===== src/rtl/hazard_detection_unit_if.sv =====
// Issue-side hazard bus: ID/EX/MEM register indices and load flags in, pipeline-register controls out.
// The slave side is the hazard unit; the master side is the pipeline datapath.
interface hazard_detection_unit_if;
    logic [4:0] IF_IDregisterRs;
    logic [4:0] IF_IDregisterRt;
    logic       IF_IDbranch;
    logic [4:0] ID_EXregisterRt;
    logic       ID_EXmemRead;
    logic [4:0] EX_MEMregisterRd;
    logic       EX_MEMmemRead;
    logic       dmem_ready;
    logic       branch_taken;

    logic       pc_write;
    logic       if_id_write;
    logic       if_id_flush;
    logic       id_ex_bubble;
    logic       pipe_hold;

    modport slave (
        input  IF_IDregisterRs, IF_IDregisterRt, IF_IDbranch,
        input  ID_EXregisterRt, ID_EXmemRead,
        input  EX_MEMregisterRd, EX_MEMmemRead,
        input  dmem_ready, branch_taken,
        output pc_write, if_id_write, if_id_flush, id_ex_bubble, pipe_hold
    );

    modport master (
        output IF_IDregisterRs, IF_IDregisterRt, IF_IDbranch,
        output ID_EXregisterRt, ID_EXmemRead,
        output EX_MEMregisterRd, EX_MEMmemRead,
        output dmem_ready, branch_taken,
        input  pc_write, if_id_write, if_id_flush, id_ex_bubble, pipe_hold
    );
endinterface


===== src/rtl/hazard_detection_unit.sv =====
// ID-stage hazard unit: load-use / load-to-branch stalls, data-memory wait holds, taken-branch flushes.
// Optional stall-cycle performance counter enabled by defining HDU_PERF_CNT_EN.
module hazard_detection_unit #(
    parameter int CNT_WIDTH = 16
) (
    input  logic                     clk,
    input  logic                     arst,
    hazard_detection_unit_if.slave   bus
`ifdef HDU_PERF_CNT_EN
    ,
    output logic [CNT_WIDTH-1:0]     stall_cycles
`endif
);

    typedef enum logic [1:0] {RUN, BR_STALL, MEM_WAIT} state_t;

    typedef struct packed {
        logic pc_write;
        logic if_id_write;
        logic if_id_flush;
        logic id_ex_bubble;
        logic pipe_hold;
    } ctl_t;

    localparam ctl_t CTL_ADV   = '{pc_write: 1'b1, if_id_write: 1'b1, if_id_flush: 1'b0,
                                   id_ex_bubble: 1'b0, pipe_hold: 1'b0};
    localparam ctl_t CTL_FLUSH = '{pc_write: 1'b1, if_id_write: 1'b1, if_id_flush: 1'b1,
                                   id_ex_bubble: 1'b0, pipe_hold: 1'b0};
    localparam ctl_t CTL_STALL = '{pc_write: 1'b0, if_id_write: 1'b0, if_id_flush: 1'b0,
                                   id_ex_bubble: 1'b1, pipe_hold: 1'b0};
    localparam ctl_t CTL_HOLD  = '{pc_write: 1'b0, if_id_write: 1'b0, if_id_flush: 1'b0,
                                   id_ex_bubble: 1'b0, pipe_hold: 1'b1};

    state_t state, state_nxt;
    ctl_t   ctl, run_ctl;
    state_t run_nxt;
    logic   lu, bl, mw;

    // Register 0 is hard-wired, so it never creates a dependency.
    assign lu = bus.ID_EXmemRead && (bus.ID_EXregisterRt != 5'd0) &&
                ((bus.ID_EXregisterRt == bus.IF_IDregisterRs) ||
                 (bus.ID_EXregisterRt == bus.IF_IDregisterRt));
    assign bl = bus.IF_IDbranch && bus.EX_MEMmemRead && (bus.EX_MEMregisterRd != 5'd0) &&
                ((bus.EX_MEMregisterRd == bus.IF_IDregisterRs) ||
                 (bus.EX_MEMregisterRd == bus.IF_IDregisterRt));
    assign mw = bus.EX_MEMmemRead && !bus.dmem_ready;

    // Decision of a free-running pipeline; reused when a memory wait releases.
    always_comb begin
        run_ctl = CTL_ADV;
        run_nxt = RUN;
        if (mw) begin
            run_ctl = CTL_HOLD;
            run_nxt = MEM_WAIT;
        end else if (lu || bl) begin
            run_ctl = CTL_STALL;
            // A branch behind a load needs a second cycle once the load reaches MEM.
            run_nxt = (lu && bus.IF_IDbranch) ? BR_STALL : RUN;
        end else if (bus.branch_taken) begin
            run_ctl = CTL_FLUSH;
        end
    end

    always_comb begin
        ctl       = CTL_ADV;
        state_nxt = RUN;
        unique case (state)
            RUN: begin
                ctl       = run_ctl;
                state_nxt = run_nxt;
            end
            BR_STALL: begin
                ctl       = CTL_STALL;
                state_nxt = RUN;
                if (mw) begin
                    ctl.pipe_hold = 1'b1;
                    state_nxt     = MEM_WAIT;
                end
            end
            MEM_WAIT: begin
                if (bus.dmem_ready) begin
                    ctl       = run_ctl;
                    state_nxt = RUN;
                end else begin
                    ctl       = CTL_HOLD;
                    state_nxt = MEM_WAIT;
                end
            end
            default: begin
                ctl       = CTL_ADV;
                state_nxt = RUN;
            end
        endcase
    end

    always_ff @(posedge clk or posedge arst) begin
        if (arst) state <= RUN;
        else      state <= state_nxt;
    end

    assign bus.pc_write     = ctl.pc_write;
    assign bus.if_id_write  = ctl.if_id_write;
    assign bus.if_id_flush  = ctl.if_id_flush;
    assign bus.id_ex_bubble = ctl.id_ex_bubble;
    assign bus.pipe_hold    = ctl.pipe_hold;

`ifdef HDU_PERF_CNT_EN
    always_ff @(posedge clk or posedge arst) begin
        if (arst)              stall_cycles <= '0;
        else if (!ctl.pc_write) stall_cycles <= stall_cycles + 1'b1;
    end
`endif

    // A PC advance must always be accompanied by IF/ID loading something.
    a_pc_ifid: assert property (@(posedge clk) disable iff (arst)
        bus.pc_write |-> (bus.if_id_write || bus.if_id_flush));

endmodule


===== src/flat_wrapper.sv =====
// flat-port wrapper written by rule: the top's interface ports become plain ports
module hazard_detection_unit_flat 
#(
    parameter int CNT_WIDTH = 16
)
  (clk, arst, bus_IF_IDregisterRs, bus_IF_IDregisterRt, bus_IF_IDbranch, bus_ID_EXregisterRt, bus_ID_EXmemRead, bus_EX_MEMregisterRd, bus_EX_MEMmemRead, bus_dmem_ready, bus_branch_taken, bus_pc_write, bus_if_id_write, bus_if_id_flush, bus_id_ex_bubble, bus_pipe_hold);
  hazard_detection_unit_if bus_i ();
  input  logic clk;
  input  logic arst;
  input wire logic [$bits(bus_i.IF_IDregisterRs)-1:0] bus_IF_IDregisterRs;
  input wire logic [$bits(bus_i.IF_IDregisterRt)-1:0] bus_IF_IDregisterRt;
  input wire logic [$bits(bus_i.IF_IDbranch)-1:0] bus_IF_IDbranch;
  input wire logic [$bits(bus_i.ID_EXregisterRt)-1:0] bus_ID_EXregisterRt;
  input wire logic [$bits(bus_i.ID_EXmemRead)-1:0] bus_ID_EXmemRead;
  input wire logic [$bits(bus_i.EX_MEMregisterRd)-1:0] bus_EX_MEMregisterRd;
  input wire logic [$bits(bus_i.EX_MEMmemRead)-1:0] bus_EX_MEMmemRead;
  input wire logic [$bits(bus_i.dmem_ready)-1:0] bus_dmem_ready;
  input wire logic [$bits(bus_i.branch_taken)-1:0] bus_branch_taken;
  output wire logic [$bits(bus_i.pc_write)-1:0] bus_pc_write;
  output wire logic [$bits(bus_i.if_id_write)-1:0] bus_if_id_write;
  output wire logic [$bits(bus_i.if_id_flush)-1:0] bus_if_id_flush;
  output wire logic [$bits(bus_i.id_ex_bubble)-1:0] bus_id_ex_bubble;
  output wire logic [$bits(bus_i.pipe_hold)-1:0] bus_pipe_hold;
  assign bus_i.IF_IDregisterRs = bus_IF_IDregisterRs;
  assign bus_i.IF_IDregisterRt = bus_IF_IDregisterRt;
  assign bus_i.IF_IDbranch = bus_IF_IDbranch;
  assign bus_i.ID_EXregisterRt = bus_ID_EXregisterRt;
  assign bus_i.ID_EXmemRead = bus_ID_EXmemRead;
  assign bus_i.EX_MEMregisterRd = bus_EX_MEMregisterRd;
  assign bus_i.EX_MEMmemRead = bus_EX_MEMmemRead;
  assign bus_i.dmem_ready = bus_dmem_ready;
  assign bus_i.branch_taken = bus_branch_taken;
  assign bus_pc_write = bus_i.pc_write;
  assign bus_if_id_write = bus_i.if_id_write;
  assign bus_if_id_flush = bus_i.if_id_flush;
  assign bus_id_ex_bubble = bus_i.id_ex_bubble;
  assign bus_pipe_hold = bus_i.pipe_hold;
  hazard_detection_unit #(.CNT_WIDTH(CNT_WIDTH)) u_core (.clk(clk), .arst(arst), .bus(bus_i));
endmodule

===== config.mk =====
export PLATFORM = sky130hd
export DESIGN_NAME = hazard_detection_unit_flat
export DESIGN_NICKNAME = d
export VERILOG_FILES = /design/src/rtl/hazard_detection_unit_if.sv /design/src/rtl/hazard_detection_unit.sv /design/src/flat_wrapper.sv
export SDC_FILE = /design/constraint.sdc
export NUM_CORES = 1
export LEC_CHECK = 0
export CELL_PAD_IN_SITES_DETAIL_PLACEMENT = 1
export CELL_PAD_IN_SITES_GLOBAL_PLACEMENT = 1
export CORE_MARGIN = 4
export CORE_UTILIZATION = 21
export DETAILED_ROUTE_END_ITERATION = 10
export PLACE_DENSITY = 0.87
export SYNTH_ARGS = -nofsm -noshare
export SYNTH_HDL_FRONTEND = slang
export SYNTH_SLANG_ARGS = --single-unit

===== constraint.sdc =====
create_clock -name clk -period 2.08 [get_ports clk]
set_input_delay 0.416 -clock clk [delete_from_list [all_inputs] [get_ports clk]]
set_output_delay 0.416 -clock clk [all_outputs]
set_load 0.005 [all_outputs]

Word-level counts from Yosys, hierarchy flattened --
Index checks and enable logic that the tools add are counted.
Cells by class: muxes and demuxes 12, reductions and logical operators 14, equality and inequality tests 6
Operators by type and width (count):
- 5-bit == test | 4
- 5-bit two-way mux | 3
- 5-bit one-hot mux with 3 select lines | 1
- 5-bit nonzero test | 2
- 2-bit two-way mux | 4
- 1-bit logical AND | 7
- 2-bit one-hot mux with 3 select lines | 1
- 1-bit logical OR | 3
- 3-bit two-way mux | 1
- 2-bit by 1-bit == test with 1-bit output, second input constant | 1
- 2-bit == test, second input constant | 1
- 2-bit logical NOT | 1
- 1-bit two-way mux | 2
- 1-bit logical NOT | 1
Storage, ports and cells: output and inout bits 5, logic and storage cells 33, bits in registers 2, bits of input ports 27

Depth between registers and ports, before layout --
Gate-level depths: netlist (run 1).
word-level depth 8, mapped depth 6, gate-level depth less buffers 5

Worst setup path before layout (run 1) --
Ideal clock, no wire load.
path kind input-to-output, start input bus_EX_MEMregisterRd[1], end output bus_pc_write, buffers on the path 1, slack 0.120 ns, cell stages on the path 5, data required time 1.664 ns, arrival 1.544 ns, cell sequence or3_1 o311a_1 a32oi_2 a22o_1 buf_4
On the way: cells in the longest elaborated chain, start to end 8, elaborated cells on any way between the ends 11, classes of those cells eq/ne (2); mux (4); reduce/logical (5)
Ends and longest elaborated chain:
- start, declared | RTL line flat_wrapper.sv:15 | input wire logic [$bits(bus_i.EX_MEMregisterRd)-1:0] bus_EX_MEMregisterRd;
- 5-bit == test, or another cell as far along | RTL line hazard_detection_unit.sv:44 | ((bus.EX_MEMregisterRd == bus.IF_IDregisterRs) ||
- 1-bit logical OR or 1-bit logical AND (tied branches) | RTL line hazard_detection_unit.sv:44, hazard_detection_unit.sv:43
- 1-bit logical AND * | RTL line hazard_detection_unit.sv:43 | assign bl = bus.IF_IDbranch && bus.EX_MEMmemRead && (bus.EX_MEMregisterRd != 5'd0) &&
- 1-bit logical OR * | RTL line hazard_detection_unit.sv:55 | end else if (lu || bl) begin
- 5-bit two-way mux * | RTL line hazard_detection_unit.sv:55
- 5-bit two-way mux * | RTL line hazard_detection_unit.sv:52 | if (mw) begin
- 5-bit two-way mux | RTL line hazard_detection_unit.sv:81 | if (bus.dmem_ready) begin
- 5-bit one-hot mux with 3 select lines * | RTL line hazard_detection_unit.sv:67 | unique case (state)
- end, declared | RTL line flat_wrapper.sv:19 | output wire logic [$bits(bus_i.pc_write)-1:0] bus_pc_write;
Mark *: on every way between the ends. The rest lies on a longest branch, timed or not.

Worst setup path in the final report (run 1) --
start input bus_ID_EXregisterRt[2], end output bus_pc_write
On the way: cells in the longest elaborated chain, start to end 8, elaborated cells on any way between the ends 11, classes of those cells eq/ne (2); mux (4); reduce/logical (5)
Ends and longest elaborated chain:
- start, declared | RTL line flat_wrapper.sv:13 | input wire logic [$bits(bus_i.ID_EXregisterRt)-1:0] bus_ID_EXregisterRt;
- 5-bit == test, or another cell as far along | RTL line hazard_detection_unit.sv:41 | ((bus.ID_EXregisterRt == bus.IF_IDregisterRs) ||
- 1-bit logical OR or 1-bit logical AND (tied branches) | RTL line hazard_detection_unit.sv:41, hazard_detection_unit.sv:40
- 1-bit logical AND * | RTL line hazard_detection_unit.sv:40 | assign lu = bus.ID_EXmemRead && (bus.ID_EXregisterRt != 5'd0) &&
- 1-bit logical OR * | RTL line hazard_detection_unit.sv:55
- 5-bit two-way mux * | RTL line hazard_detection_unit.sv:55
- 5-bit two-way mux * | RTL line hazard_detection_unit.sv:52
- 5-bit two-way mux | RTL line hazard_detection_unit.sv:81
- 5-bit one-hot mux with 3 select lines * | RTL line hazard_detection_unit.sv:67
Marked as above.

==> results of run 1 <==
-- power by group through the flow --
| stage | logic, mW | clock network [mW] | registers [mW] |
|---|---|---|---|
| after floorplan | 0.0627 | 0 | 0.0429 |
| after global placement | 0.157 | 0 | 0.0435 |
| after detailed placement | 0.163 | 0 | 0.0437 |
| after CTS | 0.151 | 0.0902 | 0.0433 |
| after global routing | 0.163 | 0.0972 | 0.0437 |
| final | 0.152 | 0.0857 | 0.0435 |
-- cells by family after synthesis --
| logic type | count (synthesis) |
|---|---|
| simple gates | 17 |
| compound gates | 9 |
| buf+inv | 4 |
| flops | 2 |
| xor+xnor | 20 |
-- how the worst min path moves through the flow --
| stage | from | endpoint |
|---|---|---|
| 2_1_floorplan | arst | u_core.state[0]$_DFF_PP0_ |
| 3_3_place_gp | u_core.state[0]$_DFF_PP0_ | u_core.state[1]$_DFF_PP0_ |
| 3_5_place_dp | u_core.state[0]$_DFF_PP0_ | u_core.state[1]$_DFF_PP0_ |
| 4_1_cts | arst | u_core.state[1]$_DFF_PP0_ |
| 5_1_grt | arst | u_core.state[0]$_DFF_PP0_ |
| 6_report | arst | u_core.state[1]$_DFF_PP0_ |
-- layer usage --
metal / up-vias / wire [um] / track usage (%)
li1: 269 / - / -
met1: 266 / 556 / 10.1
met2: 22 / 1040 / 28.9
met3: 2 / 126 / 3.72
met4: 0 / 8 / 5.24
met5: - / 0 / 0
-- synth_stat cells --
master	n
xnor2_1	20
nand2_1	4
nand3_1	4
inv_1	3
o22ai_1	3
a21oi_1	2
dfrtp_1	2
a22o_1	1
a32oi_2	1
and2_1	1
and3_1	1
and4_1	1
buf_4	1
nand2_2	1
nor2_1	1
nor2b_1	1
nor3_1	1
nor4b_1	1
o21bai_1	1
o311a_1	1
or3_1	1
-- area by class of cell --
class	instances	area (um2)	area share, %
sequential	2	50.0	6.20
multi-input combinational	46	359	44.5
tap	25	31.3	3.88
timing repair buffer	41	333	41.2
inverter	3	11.3	1.40
clock buffer	3	22.5	2.79
-- what timing repair did --
action	in CTS	in global routing
resized for setup	51	9
endpoints found under the hold margin	0	0
pin swaps	13	12
buffers inserted	2	0
setup endpoints to repair	5	4
-- worst max-delay path: stages --
cell and delay [ns]:
dlygate4sd2_1 0.27, xnor2_1 0.18, nand2_1 0.10, o22ai_2 0.20
a32oi_2 0.16, buf_4 0.16, a22o_1 0.18, buf_2 0.13
-- per-stage QoR --
step	hold WS (ns)	std cells	cell area [um2]	util, %	setup TNS, ns
6_report	0.358	120	807	45.3	-0.491
5_1_grt	0.366	120	807	45.3	-0.630
4_1_cts	0.358	120	810	45.4	-0.557
3_5_place_dp	0.536	115	802	45.0	-3.16
3_3_place_gp	0.523	115	802	45.0	-2.89
2_1_floorplan	0.157	52	408	-	0
==> out/metrics.cfg, run 1 <==
[power_and_ir_drop]
p_int_mw=0.194
power_mw=0.281
p_seq_share_pct=15.5
p_sw_mw=0.0872
leakagePower_nw=0.350
power_frac_clock_pct=30.5
power_density_mw_per_mm2=348
switching_share_pct=31.0
power_frac_comb_pct=54.0
ir_worst_vdd_mv=0.132

[timing]
timing.final.ws_setup_ns=-0.147
rsz0062_at_grt=yes
worstMarginPinSlew_ns=0.249
slew_headroom_pct=83.2
timing.final.hold_violations=0
fmax_mhz=449
finalSetupViolations=4
report.final.slew_viol_count=0
fin_skew_ns=0.000829
fin_crit_sh_pct=107
post-route-min-period_ns=2.23

[finish]
top_regs=u_core.state: 2 flops
diodes=0
final_common_cell=xnor2_1
drive_gt1_share_pct=29.5
regMostFlops=u_core.state
final_cell_mix=xnor2_1, dlygate4sd2_1, buf_4
fill_cells=238
fin_nets=124
largest_reg_flops=2
synthToLayoutAreaGrowth_pct=97.9

[global_routing]
grt_pass1_vias=646
grt_max_degree=7
grt_pass1_wl_mm=2.63
antenna_found_initial=0
overflow=0
grtUsageTotal_pct=13.2

[detailed_routing]
drc_errors=0
ant_nets=0
vias=559
dr.pass1.iters=4
drtIter0Drc=2
drt-vias-per-instance=4.66
wl_per_cell_um=14.5
routed_wl_mm=1.74

[clocking]
clk_latency_ns=0.22
cts_root_buf=clkbuf_4
cts.sinks=2
hold_buffers=0
htreeDepth=1
tritoncts=done
cts_buffers=3
clkTransAtPathRegs_ns=0.03
cts_buffer_depth=2

[synthesis]
yosysWarnings=0
synth_cell_types=21
synth_compound_area_share_pct=17.5
synth-seq-cells=2
synthMuxAreaShare_pct=0
yosysTopAreaCellShare_pct=42.9
synth_fa_ha_area_share_pct=0
synth_cells=52
synthSimpleGateAreaFrac_pct=22.7
synthesis.area_um2=408
synth_top_area_cell=xnor2_1
synth_xor_area_share_pct=42.9
synthTopCellsByArea=xnor2_1, dfrtp_1, nand3_1
syn-num-nets=79
synth_top_family_by_area=XOR/XNOR gates
synth_area_per_cell_um2=7.84
ys_seq_area_share_pct=12.3

[floorplan]
die_h_um=52.1
io_pins=32
core_mm2=0.00178
dieWidth_um=52.1
row_count=15
dieArea_mm2=0.00271
initial_core_util_pct=22.9

[place]
gp_congestion=0.694
dp_hpwl_mm=1.44
dp_slack_ns=-0.800
io_buffer_count=31

[critical_path]
cp-start-kind=input port
r2r_slack_ns=1.06
cp_max_fo=3
critPathCapture=bus_pc_write
r2r-start=u_core.state[1]$_DFF_PP0_
critical_path_required_ns=1.66
rr_worst_depth=2
crit_path_end_kind=output pin
arrival_ns=1.81
crit_start=bus_ID_EXregisterRt[2]
crit_type=in -> out
timing.rr.end=u_core.state[0]$_DFF_PP0_

[min_path]
min_path_type=in -> async

[status]
violations=negative setup slack
status=finished, violations left

[run]
maxCapViolations=0

No activity file was read; power rests on OpenSTA's default activity.
==> inputs of run 2 (changes only) <==
SETUP_SLACK_MARGIN = 0.4   (was unset)
==> out/metrics.cfg, run 2 (synthesized netlist as in run 1, its figures left out) <==
[floorplan]
io_pins=32  ; unchanged
dieArea_mm2=0.00271  ; unchanged
core_mm2=0.00178  ; unchanged
initial_core_util_pct=22.9  ; unchanged
dieWidth_um=52.1  ; unchanged
die_h_um=52.1  ; unchanged
row_count=15  ; unchanged

[min_path]
min_path_type=in -> async

[critical_path]
crit_path_end_kind=output pin
rr_worst_depth=2  ; unchanged
r2r-start=u_core.state[1]$_DFF_PP0_
arrival_ns=1.72  ; -0.09 ns
crit_start=bus_EX_MEMregisterRd[3]
cp_max_fo=3  ; unchanged
timing.rr.end=u_core.state[0]$_DFF_PP0_
crit_type=in -> out
critPathCapture=bus_id_ex_bubble
r2r_slack_ns=1.10  ; +0.04 ns
cp-start-kind=input port
critical_path_required_ns=1.66  ; about the same

[power_and_ir_drop]
p_sw_mw=0.0865  ; -0.81%
power_frac_clock_pct=31.4  ; +0.9 points
switching_share_pct=30.8  ; -0.19 points
leakagePower_nw=0.356  ; +1.6%
power_density_mw_per_mm2=347  ; -0.34%
ir_worst_vdd_mv=0.159  ; +20%
p_int_mw=0.194  ; about the same
p_seq_share_pct=15.4  ; about the same
power_frac_comb_pct=53.2  ; -0.8 points

[finish]
fin_area_um2=808  ; +0.16%
final_cell_mix=xnor2_1, buf_4, dlygate4sd2_1
regMostFlops=u_core.state
multi_input_area_um2=352  ; -2.1%
synthToLayoutAreaGrowth_pct=98.2
fill_cells=232  ; -2.5%
top_regs=u_core.state: 2 flops
regArea_um2=50.0  ; unchanged
largest_reg_flops=2  ; unchanged
diodes=0  ; unchanged
drive_gt1_share_pct=31.3  ; +1.8 points
final_common_cell=xnor2_1
fin_nets=125  ; +0.81%

[clocking]
cts.sinks=2  ; unchanged
clk_latency_ns=0.23  ; about the same
tritoncts=done
clkTransAtPathRegs_ns=0.03  ; about the same
htreeDepth=1  ; unchanged
cts_buffers=3  ; unchanged
cts_buffer_depth=2  ; unchanged
cts_root_buf=clkbuf_4

[status]
violations=negative setup slack
status=finished, violations left

[place]
dp_hpwl_mm=1.44  ; -0.23%
dp_slack_ns=-0.760  ; +0.0395 ns
io_buffer_count=31  ; unchanged
place_area_um2=810  ; +0.94%
gp_congestion=0.675  ; -2.7%

[run]
maxCapViolations=0  ; unchanged

[timing]
post-route-min-period_ns=2.13  ; -0.0917 ns
slew_headroom_pct=86.2  ; +3.0 points
timing.final.hold_violations=0  ; unchanged
fin_skew_ns=0.00264  ; +0.00181 ns
finalSetupViolations=4  ; unchanged
rsz0062_at_grt=yes
fmax_mhz=468  ; +4.3%
timing.final.ws_setup_ns=-0.0549  ; +0.0917 ns
fin_crit_sh_pct=103  ; -4.4 points
worstMarginPinSlew_ns=0.204  ; -0.0453 ns
report.final.slew_viol_count=0  ; unchanged

[detailed_routing]
vias=545  ; -2.5%
ant_nets=0  ; unchanged
drt-vias-per-instance=4.50  ; -3.3%
wl_per_cell_um=13.3  ; -8.0%
dr.pass1.iters=1  ; -3
drtIter0Drc=0  ; -2
drc_errors=0  ; unchanged
routed_wl_mm=1.61  ; -7.3%

[global_routing]
grtUsageTotal_pct=12.6  ; -0.59 points
overflow=0  ; unchanged
grt_pass1_vias=635  ; -1.7%
antenna_found_initial=0  ; unchanged
grt_pass1_wl_mm=2.52  ; -4.2%
grt_max_degree=7  ; unchanged

==> run 2: worst min-delay path by stage <==
stage / start / endpoint / slack, ns / depth (start not counted)
after CTS: arst / u_core.state[0]$_DFF_PP0_ / 0.34 / 2
after global routing: arst / u_core.state[1]$_DFF_PP0_ / 0.35 / 2
after floorplan: arst / u_core.state[0]$_DFF_PP0_ / 0.16 / 1
after detailed placement: u_core.state[0]$_DFF_PP0_ / u_core.state[1]$_DFF_PP0_ / 0.54 / 1
after global placement: u_core.state[0]$_DFF_PP0_ / u_core.state[1]$_DFF_PP0_ / 0.52 / 1
final: arst / u_core.state[0]$_DFF_PP0_ / 0.34 / 2
==> run 2: cell type report <==
type / instances / area share, %
Sequential cell: 2 / 6.19
Inverter: 3 / 1.39
Multi-Input combinational cell: 46 / 43.5
Tap cell: 25 / 3.87
Timing Repair Buffer: 42 / 42.3
Clock buffer: 3 / 2.79
==> run 2: per-layer routing <==
| layer | wire (um) | GRT usage, % | vias to the layer above |
|---|---|---|---|
| met3 | 125 | 2.01 | 6 |
| met1 | 576 | 11.3 | 247 |
| li1 | - | - | 268 |
| met2 | 860 | 24.9 | 24 |
| met5 | 0 | 0 | - |
| met4 | 46 | 8.73 | 0 |
==> run 2: power groups by stage <==
| stage | clock [mW] | combinational (mW) | sequential [mW] |
|---|---|---|---|
| floorplan | 0 | 0.0627 | 0.0429 |
| CTS | 0.0924 | 0.148 | 0.0433 |
| global placement | 0 | 0.158 | 0.0435 |
| global route | 0.0944 | 0.163 | 0.0435 |
| finish | 0.0881 | 0.149 | 0.0432 |
| detailed placement | 0 | 0.163 | 0.0436 |
==> run 2: worst max-delay path, cell delays in order <==
cell and delay, ns:
buf_8 0.10, or3_1 0.36, o311a_1 0.31, a32oi_2 0.21
buf_4 0.15, o22ai_1 0.05, buf_2 0.13
==> run 2: metrics by stage <==
step                util (%)  TNS (ns)  hold slack [ns]  total power, mW  instances
finish                  45.3   -0.0798            0.343            0.280        121
global route            45.3    -0.348            0.348            0.301        121
CTS                     45.1    -0.324            0.340            0.284        120
detailed placement      45.4     -3.05            0.539            0.207        116
global placement        45.4     -2.76            0.519            0.202        116
floorplan                  -         0            0.157            0.106         52
==> run 2: timing repair <==
action | in CTS | in global routing
setup buffers | 1 | 1
hold buffers | 0 | 0
resized for setup | 51 | 17
endpoints found under the setup margin | 5 | 5
pin swaps | 10 | 15
